==> config.mk <==
export PLATFORM = sky130hd
export DESIGN_NAME = accum_driver
export DESIGN_NICKNAME = d
export VERILOG_FILES = /design/src/rtl/accum_driver.sv
export SDC_FILE = /design/constraint.sdc
export NUM_CORES = 1
export LEC_CHECK = 0
export BUFFER_PORTS_ARGS = -buffer_cell sky130_fd_sc_hd__buf_2
export CAP_MARGIN = 20
export CORE_UTILIZATION = 30
export DETAILED_ROUTE_END_ITERATION = 10
export GPL_ROUTABILITY_DRIVEN = 1
export GPL_TIMING_DRIVEN = 0
export HOLD_SLACK_MARGIN = 0.1
export PLACE_DENSITY_LB_ADDON = 0.08
export SLEW_MARGIN = 10
export SYNTH_ARGS = -nofsm -noshare
export SYNTH_HDL_FRONTEND = slang
export SYNTH_SLANG_ARGS = --single-unit
==> constraint.sdc <==
create_clock -name Clk -period 4.7 [get_ports Clk]
set_clock_uncertainty 0.15 [all_clocks]
set_input_delay 0 -clock Clk [delete_from_list [all_inputs] [get_ports Clk]]
set_output_delay 0 -clock Clk [all_outputs]
set_load 0.005 [all_outputs]
==> src/rtl/accum_driver.sv <==
`default_nettype none
// ============================================================================
// Module      : accum_driver
// Description : Sequences one command at a time into an external 4-bit
//               accumulator ALU. It waits a fixed latency, captures the ALU
//               result into a first-word-fall-through result FIFO, and
//               optionally checks the result against a built-in model.
// Revision    : 1.0 - initial release
// ----------------------------------------------------------------------------
// Parameters
//   LATENCY    : cycles from alu_* operand drive to alu_r/alu_of sampling
//                (1..7)
//   FIFO_DEPTH : result FIFO entries (power of two, 2..16)
// Ports
//   Clk, Reset                      : clock and synchronous active-high reset
//   cmd_valid/cmd_ready             : command handshake
//   cmd_a, cmd_b, cmd_m, cmd_cin    : command operands and mode
//   alu_a, alu_b, alu_m, alu_cin    : operands held towards the ALU
//   alu_r, alu_of                   : ALU result and overflow
//   res_valid/res_ready             : result handshake (FIFO head)
//   res_r, res_of, res_m            : result, overflow and mode tag
//   busy                            : a command is in flight
//   err_flag, err_count             : checker status (sticky flag,
//                                     saturating count)
// Build option
//   ACCUM_DRIVER_CHECK_EN : when defined, the expected-result checker is
//                           built. Otherwise err_flag/err_count are tied to 0.
// ============================================================================
module accum_driver #(
  parameter int LATENCY    = 1,
  parameter int FIFO_DEPTH = 4
) (
  input  logic       Clk,
  input  logic       Reset,
  input  logic       cmd_valid,
  output logic       cmd_ready,
  input  logic [3:0] cmd_a,
  input  logic [3:0] cmd_b,
  input  logic [3:0] cmd_m,
  input  logic       cmd_cin,
  output logic [3:0] alu_a,
  output logic [3:0] alu_b,
  output logic [3:0] alu_m,
  output logic       alu_cin,
  input  logic [3:0] alu_r,
  input  logic       alu_of,
  output logic       res_valid,
  input  logic       res_ready,
  output logic [3:0] res_r,
  output logic       res_of,
  output logic [3:0] res_m,
  output logic       busy,
  output logic       err_flag,
  output logic [7:0] err_count
);

  localparam int                c_PW       = $clog2(FIFO_DEPTH);
  localparam int                c_CW       = c_PW + 1;
  localparam logic [c_CW-1:0]   c_DEPTH    = c_CW'(FIFO_DEPTH);
  localparam logic [c_CW-1:0]   c_CNT_ONE  = c_CW'(1);
  localparam logic [c_PW-1:0]   c_PTR_ONE  = c_PW'(1);
  localparam logic [2:0]        c_LAT      = 3'(LATENCY);

  localparam logic [1:0] c_IDLE    = 2'd0;
  localparam logic [1:0] c_WAIT    = 2'd1;
  localparam logic [1:0] c_CAPTURE = 2'd2;

  logic [1:0]      state_q, state_d;
  logic [2:0]      cnt_q, cnt_d;
  logic [3:0]      alu_a_q, alu_b_q, alu_m_q;
  logic            alu_cin_q;
  logic [c_PW-1:0] wr_q, rd_q;
  logic [c_CW-1:0] count_q;
  logic [8:0]      mem_q [FIFO_DEPTH];

  logic w_accept;
  logic w_push;
  logic w_pop;

  // Acceptance needs IDLE (so only one command is ever in flight) and a
  // free FIFO slot, which together guarantee the later push always fits.
  assign cmd_ready = !Reset && (state_q == c_IDLE) && (count_q < c_DEPTH);
  assign w_accept  = cmd_valid && cmd_ready;
  assign w_push    = (state_q == c_CAPTURE);
  assign w_pop     = (count_q != '0) && res_ready;

  // ---------------------------------------------------------------- FSM
  always_comb begin
    state_d = state_q;
    cnt_d   = cnt_q;
    case (state_q)
      c_IDLE: begin
        if (w_accept) begin
          state_d = c_WAIT;
          cnt_d   = c_LAT;
        end
      end
      c_WAIT: begin
        if (cnt_q == 3'd1) begin
          state_d = c_CAPTURE;
        end else begin
          cnt_d = cnt_q - 3'd1;
        end
      end
      c_CAPTURE: state_d = c_IDLE;
      default:   state_d = c_IDLE;
    endcase
  end

  always_ff @(posedge Clk) begin
    if (Reset) begin
      state_q <= c_IDLE;
      cnt_q   <= 3'd0;
    end else begin
      state_q <= state_d;
      cnt_q   <= cnt_d;
    end
  end

  // Operands only load on acceptance, which can only happen in IDLE, so
  // they stay stable through WAIT and CAPTURE.
  always_ff @(posedge Clk) begin
    if (Reset) begin
      alu_a_q   <= 4'd0;
      alu_b_q   <= 4'd0;
      alu_m_q   <= 4'd0;
      alu_cin_q <= 1'b0;
    end else if (w_accept) begin
      alu_a_q   <= cmd_a;
      alu_b_q   <= cmd_b;
      alu_m_q   <= cmd_m;
      alu_cin_q <= cmd_cin;
    end
  end

  assign alu_a   = alu_a_q;
  assign alu_b   = alu_b_q;
  assign alu_m   = alu_m_q;
  assign alu_cin = alu_cin_q;
  assign busy    = (state_q != c_IDLE);

  // --------------------------------------------------------- result FIFO
  // Pointers are exactly log2(depth) bits wide, so they wrap naturally.
  always_ff @(posedge Clk) begin
    if (Reset) begin
      wr_q    <= '0;
      rd_q    <= '0;
      count_q <= '0;
    end else begin
      if (w_push) wr_q <= wr_q + c_PTR_ONE;
      if (w_pop)  rd_q <= rd_q + c_PTR_ONE;
      case ({w_push, w_pop})
        2'b10:   count_q <= count_q + c_CNT_ONE;
        2'b01:   count_q <= count_q - c_CNT_ONE;
        default: count_q <= count_q;
      endcase
    end
  end

  always_ff @(posedge Clk) begin
    if (!Reset && w_push) begin
      mem_q[wr_q] <= {alu_r, alu_of, alu_m_q};
    end
  end

  assign res_valid = (count_q != '0);
  assign {res_r, res_of, res_m} = mem_q[rd_q];

  // ------------------------------------------------------------ checker
`ifdef ACCUM_DRIVER_CHECK_EN
  logic [3:0] w_exp_r;
  logic       w_chk;
  logic       err_flag_q;
  logic [7:0] err_count_q;

  always_comb begin
    w_exp_r = 4'd0;
    w_chk   = 1'b1;
    case (alu_m_q)
      4'b0000: w_exp_r = alu_a_q + alu_b_q + {3'd0, alu_cin_q};
      4'b0001: w_exp_r = alu_a_q - alu_b_q;
      4'b0011: w_exp_r = alu_a_q & alu_b_q;
      4'b0100: w_exp_r = alu_a_q | alu_b_q;
      4'b0101: w_exp_r = ~alu_a_q;
      4'b0110: w_exp_r = alu_a_q + 4'd1;
      4'b0111: w_exp_r = alu_a_q - 4'd1;
      default: w_chk   = 1'b0;
    endcase
  end

  always_ff @(posedge Clk) begin
    if (Reset) begin
      err_flag_q  <= 1'b0;
      err_count_q <= 8'd0;
    end else if (w_push && w_chk && (alu_r != w_exp_r)) begin
      err_flag_q <= 1'b1;
      if (err_count_q != 8'hFF) err_count_q <= err_count_q + 8'd1;
    end
  end

  assign err_flag  = err_flag_q;
  assign err_count = err_count_q;
`else
  assign err_flag  = 1'b0;
  assign err_count = 8'd0;
`endif

endmodule
`default_nettype wire

Yosys cells after proc, flatten, opt, wreduce, memory -nomap -nowiden
Memory sizes are Yosys's and may differ from the RTL's. A register that Yosys moved wholly into a read port is not among the register bits.
Index checks and enable logic that the tools add are counted.
{"block": "totals", "memories": 1, "out_inout_bits": 34, "regBits": 25, "in_bits": 22, "wordCells": 48, "ram_bits": 36}
{"block": "classes", "reduce_logical": 13, "n_eq_ne": 8, "muxes": 11, "n_addsub": 5, "n_lt_le_gt_ge": 1}
{"name": "mem_q", "depth": 4, "width": 9, "read_ports": 1, "rd_ports_with_merged_regs": 1, "write_ports": 1, "line": "74", "source": "logic [8:0] mem_q [FIFO_DEPTH];"}
{"op": "3-bit case mux with 2 select lines", "n": 2}
{"op": "2-bit 2-to-1 mux", "n": 4}
{"op": "3-bit 2-to-1 mux", "n": 2}
{"op": "2-bit inequality test, second input constant", "n": 3}
{"op": "2-bit nonzero test", "n": 3}
{"op": "3-bit by 1-bit subtractor with 3-bit output, second input constant", "n": 2}
{"op": "1-bit logical AND", "n": 5}
{"op": "2-bit by 1-bit adder with 2-bit output, second input constant", "n": 2}
{"op": "2-bit by 1-bit equality test with 1-bit output, second input constant", "n": 2}
{"op": "2-bit equality test, second input constant", "n": 2}
{"op": "2-bit case mux with 2 select lines", "n": 1}
{"op": "3-bit by 1-bit adder with 3-bit output, second input constant", "n": 1}
{"op": "3-bit by 1-bit equality test with 1-bit output, second input constant", "n": 1}
{"op": "3-bit < comparator, second input constant", "n": 1}
{"op": "3-bit AND reduction", "n": 1}
{"op": "3-bit nonzero test", "n": 1}
{"op": "2-bit logical NOT", "n": 1}
{"op": "1-bit 2-to-1 mux", "n": 2}
{"op": "2-bit AND reduction", "n": 1}
{"op": "1-bit logical NOT", "n": 1}

Depth between registers and ports, before layout
{"block": "depth", "depth_word": 6, "ltp_mapped": 7, "depth_no_buf": 7}

Worst setup path after synthesis
No wires, ideal clock.
{"block": "synth_timing", "path_kind": "register -> register", "start": "register state_q[0]", "end": "register count_q[2]", "slack_ps": 2767, "arrival_time_ps": 1712, "t_required_ps": 4480, "path_stages_with_launch": 8, "setup_time_ps": 70, "synth_period_minus_slack_ps": 1933, "cell_sequence": "dfxtp_1 > or2b_1 > ha_1 > inv_1 > fa_1 > xor2_1 > or3_1 > a21oi_1"}
{"block": "synth_between", "elab_chain_cells": 3, "word_cells_on_any_way": 5, "cone_classes": "eq/ne (3); mux (1); reduce/logical (1)"}
{"item": "from (decl)", "line": "68", "source": "logic [1:0] state_q, state_d;"}
{"item": "from (signal assigned)", "line": "112", "source": "state_q <= c_IDLE;"}
{"item": "from (signal assigned)", "line": "115", "source": "state_q <= state_d;"}
{"item": "2-bit equality test (*)", "line": "84", "source": "assign w_push = (state_q == c_CAPTURE);"}
{"item": "2-bit by 1-bit equality test with 1-bit output / 2-bit equality test (equally long branches)", "line": "152", "source": "case ({w_push, w_pop})"}
{"item": "3-bit case mux with 2 select lines / 2-bit nonzero test (equally long branches)"}
{"item": "to (signal assigned)", "line": "153", "source": "2'b10: count_q <= count_q + c_CNT_ONE;"}
{"item": "to (signal assigned)", "line": "154", "source": "2'b01: count_q <= count_q - c_CNT_ONE;"}
{"item": "to (signal assigned)", "line": "155", "source": "default: count_q <= count_q;"}
{"item": "to (decl)", "line": "73", "source": "logic [c_CW-1:0] count_q;"}
Mark *: on every way between the ends. The rest lies on a longest branch, timed or not.
A chain may end at the register's enable or synchronous reset.

Final worst setup path
{"block": "layout_timing", "start": "register state_q[1]", "end": "register alu_b_q[3] (netlist: alu_b[3])"}
{"block": "layout_between", "elab_chain_cells": 4}
{"item": "2-bit logical NOT", "line": "82", "source": "assign cmd_ready = !Reset && (state_q == c_IDLE) && (count_q < c_DEPTH);"}
{"item": "1-bit logical AND (2 in a row)", "line": "82"}
{"item": "1-bit logical AND", "line": "83", "source": "assign w_accept = cmd_valid && cmd_ready;"}
{"item": "to (signal assigned)", "line": "130", "source": "alu_b_q <= cmd_b;"}
{"item": "to (decl)", "line": "70", "source": "logic [3:0] alu_a_q, alu_b_q, alu_m_q;"}
No other way between the ends.

==> flow_results.org <==
** Outcome
- The run finished with clean final reports.

** Clock tree
- CTS Buf Count :: 9
- Buffer count from post-CTS setup fixing :: 0
- CTS placed an instance of clkbuf_8 at the clock tree root.
- Clock transition at the registers of the reported paths :: around 80 ps
- TritonCTS built the clock tree.
- CTS built an H-tree with a depth of 3.
- Clock latency on the worst-skew pair, taken at its later pin, is 340 ps.
- Maximum buffer depth of the clock tree :: 2
- For this design, the sink count on the clock tree is 63.

** STA
- Setup_tns :: 0 ps
- Final WS setup :: ~2100 ps
- The number of pins exceeding their max-slew limit in the final report was 0.
- The smallest clock period supported by the final layout is computed as 2590 ps.
- Measured against its own limit, the worst slew margin works out to 0.606.
- The count of final hold-check violations came to 0.
- Setup violations remaining at the end of the flow were counted as 0.
- For the pin with the worst max-slew slack, the measured transition is between 500 and 600 ps.
- Fraction of the cycle the final worst path needs :: 0.550
- Unrepaired setup endpoints after global routing :: no
- Achievable frequency :: approximately 0.39 GHz

** Synthesis
- Adder and majority cell fraction of the synthesized area :: 0.0420
- Post-synthesis register bit count :: 63
- Most used DFF post-synth :: edfxtp_1
- Top-area cell type share of the netlist area :: 0.422
- Mapped Avg Cell Area :: 13.4 sq um
- For this run, the number of Yosys warnings is 0.
- Fraction of the mapped netlist area in simple logic gates :: 0.0849
- Top post-synthesis cells by area :: edfxtp_1 (42%), dfxtp_1 (21%), mux4_2 (7.9%), ha_1 (3.4%), a21oi_1 (3.1%)
- Yosys mapped a number of flops with a built-in enable equal to 36.
- Xor and xnor fraction of the mapped netlist area :: 0.0171
- Post-synthesis sequential area ratio :: 0.633
- Counting instances in the post-synthesis netlist gives the leading cell types as edfxtp_1 (36), dfxtp_1 (27), a21oi_1 (16).
- Of all cell types, the one taking the most synthesized area is edfxtp_1.
- Most instantiated library cell after synthesis :: edfxtp_1
- The portion of synthesized area spent on multiplexers is 0.0830.
- Count of mapped cells out of synthesis :: between 150 and 200
- The synthesized-area fraction occupied by ao, oa, aoi and oai cells is 0.0791.
- Fraction of registers with async set or reset after synthesis :: 0
- Counting distinct cell types in the post-synthesis netlist gives 40.
- Post-synthesis instance area :: approximately 0.0026 sq mm
- Main combinational cell family by area after synthesis :: simple AND/OR/NAND/NOR gates

** Critical path
- STA classifies the critical path endpoint as a flop.
- Biggest fanout along the worst timing path :: 6
- Data arrives at the worst endpoint at 2720 ps.
- Setup CP Type :: reg -> reg
- Cell Chain, Critical Path :: or4_4 > clkinv_2 > nand3_1 > dlygate4sd3_1 > a21oi_1 > dlygate4sd3_1
- Required time worst endpoint :: ~4800 ps
- Slowest-stage cell, CP :: or4_4
- Most prevalent standard cell on the critical path :: dlygate4sd3_1
- Largest stage delay on the critical path :: about 580 ps
- Category of the worst setup path launch point :: flop

** Cells and area
- Final core utilization :: 0.428
- Antenna Cells :: 0
- In the final layout, the share of cells above drive strength 1 is 0.294.
- With fillers left out, the area of the finished cells amounts to between 0.003 and 0.004 sq mm.
- The finished layout holds roughly 400 standard cells, fillers aside.
- The final layout contains about 320 nets.
- Layout Area Growth over Synthesis :: 37.8%

** Run
- Across the run, the number of max-cap violations was 0.

** Place
- Port Buf Inserts :: 46
- Final Wtd Congestion :: 0.688
- Placed wire-length estimate after detailed placement :: 3.31 mm
- Setup Slack @ Placement :: about 2600 ps
- Number of placed cells counting well taps :: 350
- The placed instances occupy a cell area of a little under 0.003 sq mm.

** Floorplan
- From bottom edge to top edge, the die measures about 94 um.
- The initial utilization of the core area, before any placement, comes to 0.310.
- Horizontal extent of the die :: about 94 um
- In this run the standard cell core region covers 0.00826 sq mm.
- In this run the core area contains 33 standard-cell rows.
- Die area :: between 0.008 and 0.009 sq mm
- I/O Pins :: 56

** Global routing
- Initial antenna violation count :: 0
- Global-route wire length before repair :: approximately 8.8 mm
- The via count of the first global-routing pass came to roughly 1900.
- GR Util All Layers :: 0.135
- For this run the aggregate overflow at the end of global routing stands at 0.
- Entering global routing, the biggest net connects 13 pins.

** Power and ir drop
- Largest voltage drop on the vdd net :: 0.148 mV
- For this design the static power due to leakage is between 1 and 1.5 nW.
- Power Dens Cells :: ~330 mW/mm^2

** Drt
- After detailed routing, the number of remaining DRC violations is 0.
- Via Count :: 1790
- The count of nets left with antenna violations once routing finished came out at 0.
- Before antenna repair, the detailed router went through 4 iterations.
- The first routing iteration left 43 violations.
- Vias per cell :: about 4.4
- Average wire per cell in the routed design :: roughly 13 um
- Drt total wl :: between 5 and 6 mm

** Worst hold path
- The tightest min-delay check is of the in -> reg type.
==> worst paths after layout <==
| check | startpoint | endpoint | slack [ps] | depth (start not counted) |
|---|---|---|---|---|
| max | state_q[1]$_SDFFE_PP0P_ | alu_b[3]$_SDFFE_PP0P_ | 2110 | 6 |
| min | alu_r[1] | mem_q[1][6]$_DFFE_PP_ | 280 | 2 |
| max reg2reg | state_q[1]$_SDFFE_PP0P_ | alu_b[3]$_SDFFE_PP0P_ | 2110 | 6 |
| min reg2reg | alu_b[1]$_SDFFE_PP0P_ | alu_b[1]$_SDFFE_PP0P_ | 330 | 2 |
==> kinds of logic after synthesis <==
group | after synthesis
DFF | 63
other | 1
buffers and inverters | 28
and+or+nand+nor | 40
AOI/OAI and AO/OA | 36
xor gates and xnor gates | 5
adders and majority gates | 8
muxes | 10
==> power by group <==
group | internal (W) | switching (W)
combinational | 0.0000596 | 0.0000485
sequential | 0.000593 | 0.00000871
clock | 0.000245 | 0.000213
==> cell usage in the layout (no fill, tap or decap), types with 2 or more instances in the layout <==
master,n
buf_2,47
dlygate4sd3_1,38
edfxtp_1,36
dfxtp_1,27
a21oi_1,16
nand3_1,13
buf_4,10
inv_1,9
mux4_2,9
nor2_1,9
o21ai_0,9
conb_1,9
clkbuf_8,9
ha_1,7
o21ai_1,5
clkbuf_1,4
and2_1,4
xor2_1,3
or3_1,2
clkinv_2,2
nand2b_1,2
a41o_1,2
xnor2_1,2
clkinv_4,2
==> critical path, delay by kind of cell (launching register included) <==
kind	cells	cell delay [ps]
AND/OR/NAND/NOR	2	660
AO/OA/AOI/OAI	1	120
buffers and inverters	3	1250
flip-flops	1	350
==> layer usage <==
metal / routed length [um] / GRT usage
met5: 0 / 0
met1: 2350 / 0.150
met2: 2600 / 0.229
met3: 277 / 0.0588
met4: 66 / 0.0500
==> layout make-up <==
| class | instances | area (sq um) |
|---|---|---|
| Buffer | 18 | 115 |
| Clock buffer | 9 | 124 |
| Clock inverter | 7 | 72.6 |
| Fill cell | 798 | 4730 |
| Inverter | 10 | 38.8 |
| Multi-Input combinational cell | 108 | 818 |
| Sequential cell | 63 | 1620 |
| Tap cell | 105 | 131 |
| Timing Repair Buffer | 84 | 611 |
==> flip-flops by register name, summed over array words and instances, names as in the netlist, named ones only <==
register  flops
alu_m         4
count_q       3
wr_q          2
alu_a         4
alu_cin       1
state_q       2
alu_b         4
cnt_q         3
mem_q        36
rd_q          2
==> timing repair <==
action | CTS | global route
resized for setup | 0 | 0
hold buffers | 38 | 0
hold endpoints to repair | 43 | 0
==> through the flow <==
stage / hold slack [ps] / power, W
global route: 259 / 0.00123
finish: 277 / 0.00117
global placement: 77.7 / 0.000699
detailed placement: 78.8 / 0.000699
CTS: 258 / 0.00118
floorplan: -51.1 / 0.000665
Note: power is estimated with default switching activity, not from simulation.
